--- config.mk ---
export PLATFORM = sky130hd
export DESIGN_NAME = edge_detector_multi
export DESIGN_NICKNAME = d
export VERILOG_FILES = /design/src/rtl/edge_detector_pkg.sv /design/src/rtl/edge_detector_channel.sv /design/src/rtl/edge_detector_multi.sv
export SDC_FILE = /design/constraint.sdc
export NUM_CORES = 1
export LEC_CHECK = 0
export BUFFER_PORTS_ARGS = -buffer_cell sky130_fd_sc_hd__buf_2
export CORE_AREA = 2 2 74 76
export CTS_BUF_LIST = sky130_fd_sc_hd__clkbuf_16
export CTS_CLUSTER_SIZE = 28
export DETAILED_ROUTE_END_ITERATION = 12
export DIE_AREA = 0 0 76 78
export GPL_ROUTABILITY_DRIVEN = 0
export HOLD_SLACK_MARGIN = 0.06
export PLACE_DENSITY = 0.74
export SETUP_SLACK_MARGIN = 0.1
export SYNTH_ARGS = -nofsm -noshare
export SYNTH_HDL_FRONTEND = slang
export SYNTH_HIERARCHICAL = 1
export SYNTH_SLANG_ARGS = --single-unit
--- constraint.sdc ---
create_clock -name clock -period 2.3 [get_ports clock]
set_input_delay 0.115 -clock clock [delete_from_list [all_inputs] [get_ports clock]]
set_output_delay 0.115 -clock clock [all_outputs]
set_load 0.005 [all_outputs]
--- src/rtl/edge_detector_pkg.sv ---
// Shared mode encodings and arm-length helper for the multi-channel edge detector.
// The arm length depends on whether GLITCH_FILTER_EN is defined at build time.
package edge_detector_pkg;

  localparam logic [1:0] MODE_OFF  = 2'b00;
  localparam logic [1:0] MODE_RISE = 2'b01;
  localparam logic [1:0] MODE_FALL = 2'b10;
  localparam logic [1:0] MODE_BOTH = 2'b11;

  // Cycles after reset release during which detection stays suppressed.
  function automatic int arm_len(input int sync_stages, input int filter_len, input bit filt_en);
    return sync_stages + 1 + (filt_en ? filter_len : 0);
  endfunction

endpackage

--- src/rtl/edge_detector_channel.sv ---
// One detector channel: synchroniser, optional glitch filter (GLITCH_FILTER_EN),
// edge detect, sticky flag and saturating event counter.
module edge_detector_channel
  import edge_detector_pkg::*;
#(
  parameter int SYNC_STAGES = 2,
  parameter int CNT_W       = 8
`ifdef GLITCH_FILTER_EN
  ,
  parameter int FILTER_LEN  = 4
`endif
) (
  input  logic             clk_i,
  input  logic             rst_ni,
  input  logic             data_i,
  input  logic [1:0]       mode_i,
  input  logic             clear_i,
  input  logic             count_clr_i,
  input  logic             armed_i,
  output logic             pulse_o,
  output logic             sticky_o,
  output logic             sticky_nxt_o,
  output logic [CNT_W-1:0] count_o
);

  logic [SYNC_STAGES-1:0] sync_q, sync_d;
  logic                   level;
  logic                   prev_q;
  logic                   pulse_q, pulse_d;
  logic                   sticky_q, sticky_d;
  logic [CNT_W-1:0]       cnt_q, cnt_d;
  logic                   rise, fall, rise_en, fall_en, evt;

  assign sync_d = {sync_q[SYNC_STAGES-2:0], data_i};

`ifdef GLITCH_FILTER_EN
  localparam int FW = $clog2(FILTER_LEN);

  logic          filt_q, filt_d;
  logic [FW-1:0] stab_q, stab_d;

  // Any cycle where the synchronised value agrees with the filter restarts the count.
  always_comb begin
    filt_d = filt_q;
    stab_d = '0;
    if (sync_q[SYNC_STAGES-1] != filt_q) begin
      if (stab_q == FW'(FILTER_LEN - 1)) filt_d = sync_q[SYNC_STAGES-1];
      else                               stab_d = stab_q + 1'b1;
    end
  end

  always_ff @(posedge clk_i or negedge rst_ni) begin
    if (!rst_ni) begin
      filt_q <= 1'b0;
      stab_q <= '0;
    end else begin
      filt_q <= filt_d;
      stab_q <= stab_d;
    end
  end

  assign level = filt_q;
`else
  assign level = sync_q[SYNC_STAGES-1];
`endif

  always_comb begin
    rise     = level & ~prev_q;
    fall     = ~level & prev_q;
    rise_en  = (mode_i == MODE_RISE) || (mode_i == MODE_BOTH);
    fall_en  = (mode_i == MODE_FALL) || (mode_i == MODE_BOTH);
    evt      = armed_i && (mode_i != MODE_OFF) && ((rise_en && rise) || (fall_en && fall));
    pulse_d  = evt;
    sticky_d = evt | (sticky_q & ~clear_i);
    if (count_clr_i)        cnt_d = evt ? CNT_W'(1) : '0;
    else if (evt && !(&cnt_q)) cnt_d = cnt_q + 1'b1;
    else                    cnt_d = cnt_q;
  end

  always_ff @(posedge clk_i or negedge rst_ni) begin
    if (!rst_ni) begin
      sync_q   <= '0;
      prev_q   <= 1'b0;
      pulse_q  <= 1'b0;
      sticky_q <= 1'b0;
      cnt_q    <= '0;
    end else begin
      sync_q   <= sync_d;
      prev_q   <= level;
      pulse_q  <= pulse_d;
      sticky_q <= sticky_d;
      cnt_q    <= cnt_d;
    end
  end

  assign pulse_o      = pulse_q;
  assign sticky_o     = sticky_q;
  assign sticky_nxt_o = sticky_d;
  assign count_o      = cnt_q;

endmodule

--- src/rtl/edge_detector_multi.sv ---
// Multi-channel edge detector top: arm counter, channel array, output packing and irq.
// Define GLITCH_FILTER_EN to insert a FILTER_LEN-cycle glitch filter in every channel.
module edge_detector_multi
  import edge_detector_pkg::*;
#(
  parameter int CHANNELS    = 4,
  parameter int SYNC_STAGES = 2,
  parameter int CNT_W       = 8,
  parameter int FILTER_LEN  = 4
) (
  input  logic                      clock,
  input  logic                      reset_n,
  input  logic [CHANNELS-1:0]       data,
  input  logic [2*CHANNELS-1:0]     mode,
  input  logic [CHANNELS-1:0]       clear,
  input  logic                      count_clr,
  output logic [CHANNELS-1:0]       edge_pulse,
  output logic [CHANNELS-1:0]       edge_sticky,
  output logic [CHANNELS*CNT_W-1:0] event_count,
  output logic                      irq
);

`ifdef GLITCH_FILTER_EN
  localparam bit FILT_EN = 1'b1;
`else
  localparam bit FILT_EN = 1'b0;
`endif

  localparam int ARM_LEN = arm_len(SYNC_STAGES, FILTER_LEN, FILT_EN);
  localparam int ARM_W   = $clog2(ARM_LEN + 1);

  logic [ARM_W-1:0]    arm_q, arm_d;
  logic                armed;
  logic                irq_q, irq_d;
  logic [CHANNELS-1:0] sticky_nxt;

  // Saturates at ARM_LEN so detection stays enabled until the next reset.
  always_comb begin
    armed = (arm_q == ARM_W'(ARM_LEN));
    arm_d = armed ? arm_q : arm_q + 1'b1;
    irq_d = |sticky_nxt;
  end

  always_ff @(posedge clock or negedge reset_n) begin
    if (!reset_n) begin
      arm_q <= '0;
      irq_q <= 1'b0;
    end else begin
      arm_q <= arm_d;
      irq_q <= irq_d;
    end
  end

  for (genvar i = 0; i < CHANNELS; i++) begin : g_ch
    edge_detector_channel #(
      .SYNC_STAGES (SYNC_STAGES),
      .CNT_W       (CNT_W)
`ifdef GLITCH_FILTER_EN
      ,
      .FILTER_LEN  (FILTER_LEN)
`endif
    ) u_ch (
      .clk_i        (clock),
      .rst_ni       (reset_n),
      .data_i       (data[i]),
      .mode_i       (mode[2*i +: 2]),
      .clear_i      (clear[i]),
      .count_clr_i  (count_clr),
      .armed_i      (armed),
      .pulse_o      (edge_pulse[i]),
      .sticky_o     (edge_sticky[i]),
      .sticky_nxt_o (sticky_nxt[i]),
      .count_o      (event_count[CNT_W*i +: CNT_W])
    );
  end

  assign irq = irq_q;

endmodule

# --- Word-level counts from Yosys, hierarchy flattened ---
# Cells that the tools add are included.
totals:
  regBits: 55
  elab_cells: 129
op_classes:
  add_sub_neg: 5
  n_eq_ne: 13
  muxes: 12
  n_bitwise: 28
  n_reduce_logical: 49
op_table:
  columns: ["op", "n"]
  rows:
  - ["8-bit 2-to-1 mux", 8]
  - ["8-bit by 1-bit adder with 8-bit output (second input constant)", 4]
  - ["8-bit AND reduction", 4]
  - ["1-bit logical AND", 20]
  - ["2-bit equality test (second input constant)", 9]
  - ["2-bit nonzero test", 8]
  - ["1-bit AND", 12]
  - ["1-bit logical OR", 12]
  - ["1-bit inverter", 12]
  - ["2-bit by 1-bit equality test with 1-bit output (second input constant)", 4]
  - ["1-bit zero test", 4]
  - ["1-bit 2-to-1 mux", 4]
  - ["1-bit bitwise OR", 4]
  - ["4-bit OR reduction", 1]
  - ["2-bit by 1-bit adder with 2-bit output (second input constant)", 1]

# --- Logic depth before layout (Yosys ltp) ---
logic_depth:
  word_depth: 8
  depth_mapped: 6

# --- Hierarchy ---
# Netlist, hierarchy kept.
modules_own_cells:
  columns: ["module", "n_inst", "cells_per_inst", "area_per_inst_um2"]
  rows:
  - ["edge_detector_channel", 4, 56, 645.6]
  - ["edge_detector_multi", 1, 8, 127.6]

# --- Least setup slack after synthesis ---
# Ideal clock, no wire load.
synth_timing:
  path_type: "reg2reg"
  from: "register arm_q[0]"
  to: "register irq_q, in the netlist irq"
  arrival_time_ns: 1.929
  required_time_ns: 2.161
  slack_ns: 0.233
  path_stages_with_launch: 6
  n_path_buf: 0
  path_cell_list: "dfrtp_1 > ha_1 > and4b_4 > a31oi_4 > o21ai_0 > or4_1"
synth_via:
  elab_chain_len: 5
  elab_cells_between_ends: 14
synth_rtl:
  columns: ["item", "line", "rtl"]
  rows:
  - ["start: declaration", "edge_detector_multi.sv:32", "logic [ARM_W-1:0] arm_q, arm_d;"]
  - ["start signal: assignment", "edge_detector_multi.sv:49", "arm_q <= arm_d;"]
  - ["2-bit equality test", "edge_detector_multi.sv:39", "armed = (arm_q == ARM_W'(ARM_LEN));"]
  - ["named net armed", "edge_detector_multi.sv:33", "logic armed;"]
  - ["1-bit logical AND (2 in a row)", "edge_detector_channel.sv:72", "evt = armed_i && (mode_i != MODE_OFF) && ((rise_en && rise) || (fall_en && fall));"]
  - ["1-bit bitwise OR", "edge_detector_channel.sv:74", "sticky_d = evt | (sticky_q & ~clear_i);"]
  - ["named net sticky_nxt[1]", "edge_detector_multi.sv:35", "logic [CHANNELS-1:0] sticky_nxt;"]
  - ["4-bit OR reduction", "edge_detector_multi.sv:41", "irq_d = |sticky_nxt;"]
  - ["named net irq_d", "edge_detector_multi.sv:34", "logic irq_q, irq_d;"]
  - ["end signal: assignment", "edge_detector_multi.sv:50", "irq_q <= irq_d;"]
  - ["end: declaration", "edge_detector_multi.sv:34", null]
# The timed path passes the listed nets, and every way through them passes these cells.
# A chain may end at the register's enable or synchronous reset.

# --- Worst setup path in the final report ---
# Same ends and word-level chain as after synthesis.

==> flow_summary.toml <==
[finish]
layout.filler_cells = 404
fin_util = 0.654
layout_commonest_cell = "buf_2"
multi_input_area_um2 = 1280
fin_nets = 329
most-common-layout-cells = "59 x buf_2, 55 x dfrtp_1, 16 x nor3_1"
regArea_um2 = 1380
drive_gt1_frac = 0.337
final_cells = 373
antenna_cells = 0
syn_to_final_growth_pct = 21.7

[worst_setup_path]
slowest_stage = "or4_1"
r2r_setup_slack_ps = 300
max_stage_delay_ps = 480
crit_fanout = 9
path_cells = "ha_2 > and4b_4 > a31oi_4 > o21ai_0 > or4_1"
cp_top_family = "simple AND/OR/NAND/NOR gates"
cp-start-kind = "flop"
worstSetupPathType = "flop to flop"
endpoint_kind = "flop"
path_buf_inv = 0
critPathRequiredTime_ps = 2460
arrival_ps = 2160

[outcome]
status = "completed"

[grt]
grt_pass1_wl_mm = 8.94
grt_pass1_vias = 1851
grt_usage = 0.188
antenna_found_initial = 0
grt_max_degree = 49
grt_overflow = 0

[clock_network]
root_buffer = "clkbuf_16"
clk_pin_slew_ps = 70
h-tree-depth = 2
clock_path_buffers = 2
cts_setup_buffers = 0
clock_latency_ps = 280
numCtsBuffers = 5
cts_sinks = 55
cts_tree = "done"

[yosys]
ys_warn_count = 6
synth-main-ff-cell = "dfrtp_1"
synthArstFlopShare = 1.00
synth_cell_types = 31
synth_nets = 257
synth_seq_area_share = 0.508
synth_edf_count = 0
netlist_area_um2 = 2710
avgSynthCellArea_um2 = 11.7
ys_seq_elements = 55
syn_inst = 232

[timing]
drv_slew = 0
setup_viol = 0
timing.slew.headroom = 0.462
tightest_slew_ps = 807
fmax_ghz = 0.501
rsz0062_at_grt = "no"
fin_skew_ps = 4.80
fin_crit_ps = 2000
finalSetupTns_ps = 0
hold_viol = 0
fin_crit_sh = 0.868
hold_ws_ps = 59.7

[pwr]
finalPower_uw = 1930
ir_drop_mv = 0.506
powerDensity_nw_per_um2 = 584
p_leak_uw = 0.00148

[floorplan]
num_rows = 26
dieArea_um2 = 5930
ios = 60
core_um2 = 5040
die_x_um = 76
die_h_um = 78
start_util = 0.537

[route]
first_pass_iters = 4
wire_per_inst_um = 14.7
drc = 0
num_vias = 2105
drt_wl_total_mm = 5.47
vias_per_cell = 5.64
drt-initial-drc-count = 107
drtAntennaViolNets = 0

[job]
cap_violations = 0

[min_path]
hold_class = "primary input to flop"

[placed_design]
portBuffers = 59
dp_hpwl_mm = 3.78
placed_cells = 361
==> per-layer routing <==
metal,up-vias,GRT usage,wire [um]
li1,1016,-,-
met1,1015,0.271,2630
met2,72,0.291,2500
met3,2,0.0442,324
met4,0,0.0473,15
met5,-,0,0
==> sequential cells by signal (all words and copies together), names as in the netlist <==
| name | flops |
|---|---|
| g_ch.u_ch/count_o | 32 |
| g_ch.u_ch/sync_q | 8 |
| g_ch.u_ch/prev_q | 4 |
| g_ch.u_ch/pulse_o | 4 |
| g_ch.u_ch/sticky_o | 4 |
| arm_q | 2 |
| irq | 1 |
==> kinds of logic (layout without fill, tap and decap cells) <==
kind of cell | after synthesis | after routing | share of synthesized area
buffers and inverters | 16 | 87 | 0.0222
flip-flops | 55 | 55 | 0.508
AO/OA/AOI/OAI | 40 | 40 | 0.133
multiplexers | 13 | 13 | 0.0522
XOR/XNOR | 1 | 1 | 0.00323
adder cells (fa/ha/maj) | 6 | 6 | 0.0277
AND/OR/NAND/NOR | 101 | 101 | 0.254
==> where the power goes <==
group / total (uW) / internal, uW / switching (uW)
Sequential: 1040 / 1010 / 31.4
Combinational: 192 / 84.5 / 108
Clock: 697 / 388 / 309
Total: 1930 / 1480 / 448
==> cell usage after synthesis, types with 5 or more instances <==
| cell | instances | area [um2] |
|---|---|---|
| nor4b_1 | 8 | 70.1 |
| mux2_2 | 5 | 56.3 |
| ha_1 | 6 | 75.1 |
| nor2_1 | 12 | 45.0 |
| and3_4 | 8 | 90.1 |
| nand2b_1 | 8 | 50.1 |
| dfrtp_1 | 55 | 1380 |
| inv_1 | 8 | 30.0 |
| nand3_1 | 12 | 60.1 |
| nor2b_1 | 12 | 75.1 |
| a41oi_1 | 8 | 70.1 |
| nor3_1 | 16 | 80.1 |
| a211oi_1 | 8 | 60.1 |
==> path summary, 6_finish.rpt <==
kind	end	cells after the start	start
worst max-delay path	irq	5	arm_q[0]
worst min-delay path	g_ch[3].u_ch/sticky_o	2	clear[3]
worst max register to register	irq	5	arm_q[0]
worst min register to register	g_ch[3].u_ch/sync_q[1]	0	g_ch[3].u_ch/sync_q[0]
max in group asynchronous	g_ch[0].u_ch/count_o[5]	3	reset_n
min in group asynchronous	g_ch[1].u_ch/count_o[6]	2	reset_n
==> area by class of cell <==
cell class | instances | share of cell area
sequential | 55 | 0.417
clock buffer | 5 | 0.0379
tap | 70 | 0.0265
clock inverter | 1 | 0.00114
timing repair buffer | 69 | 0.117
inverter | 12 | 0.0137
multi-input combinational | 161 | 0.387
==> metrics by stage <==
step,cell area (um2),worst slack [ps]
2_1_floorplan,2710,233
3_3_place_gp,3110,234
3_5_place_dp,3110,189
4_1_cts,3300,170
5_1_grt,3300,204
6_report,3300,304
==> timing repair <==
item	CTS	global route
hold buffers	6	0
endpoints found under the hold margin	14	0
setup endpoints to repair	0	1
gates resized for setup	0	1
Note: power is estimated with default switching activity, not from simulation.
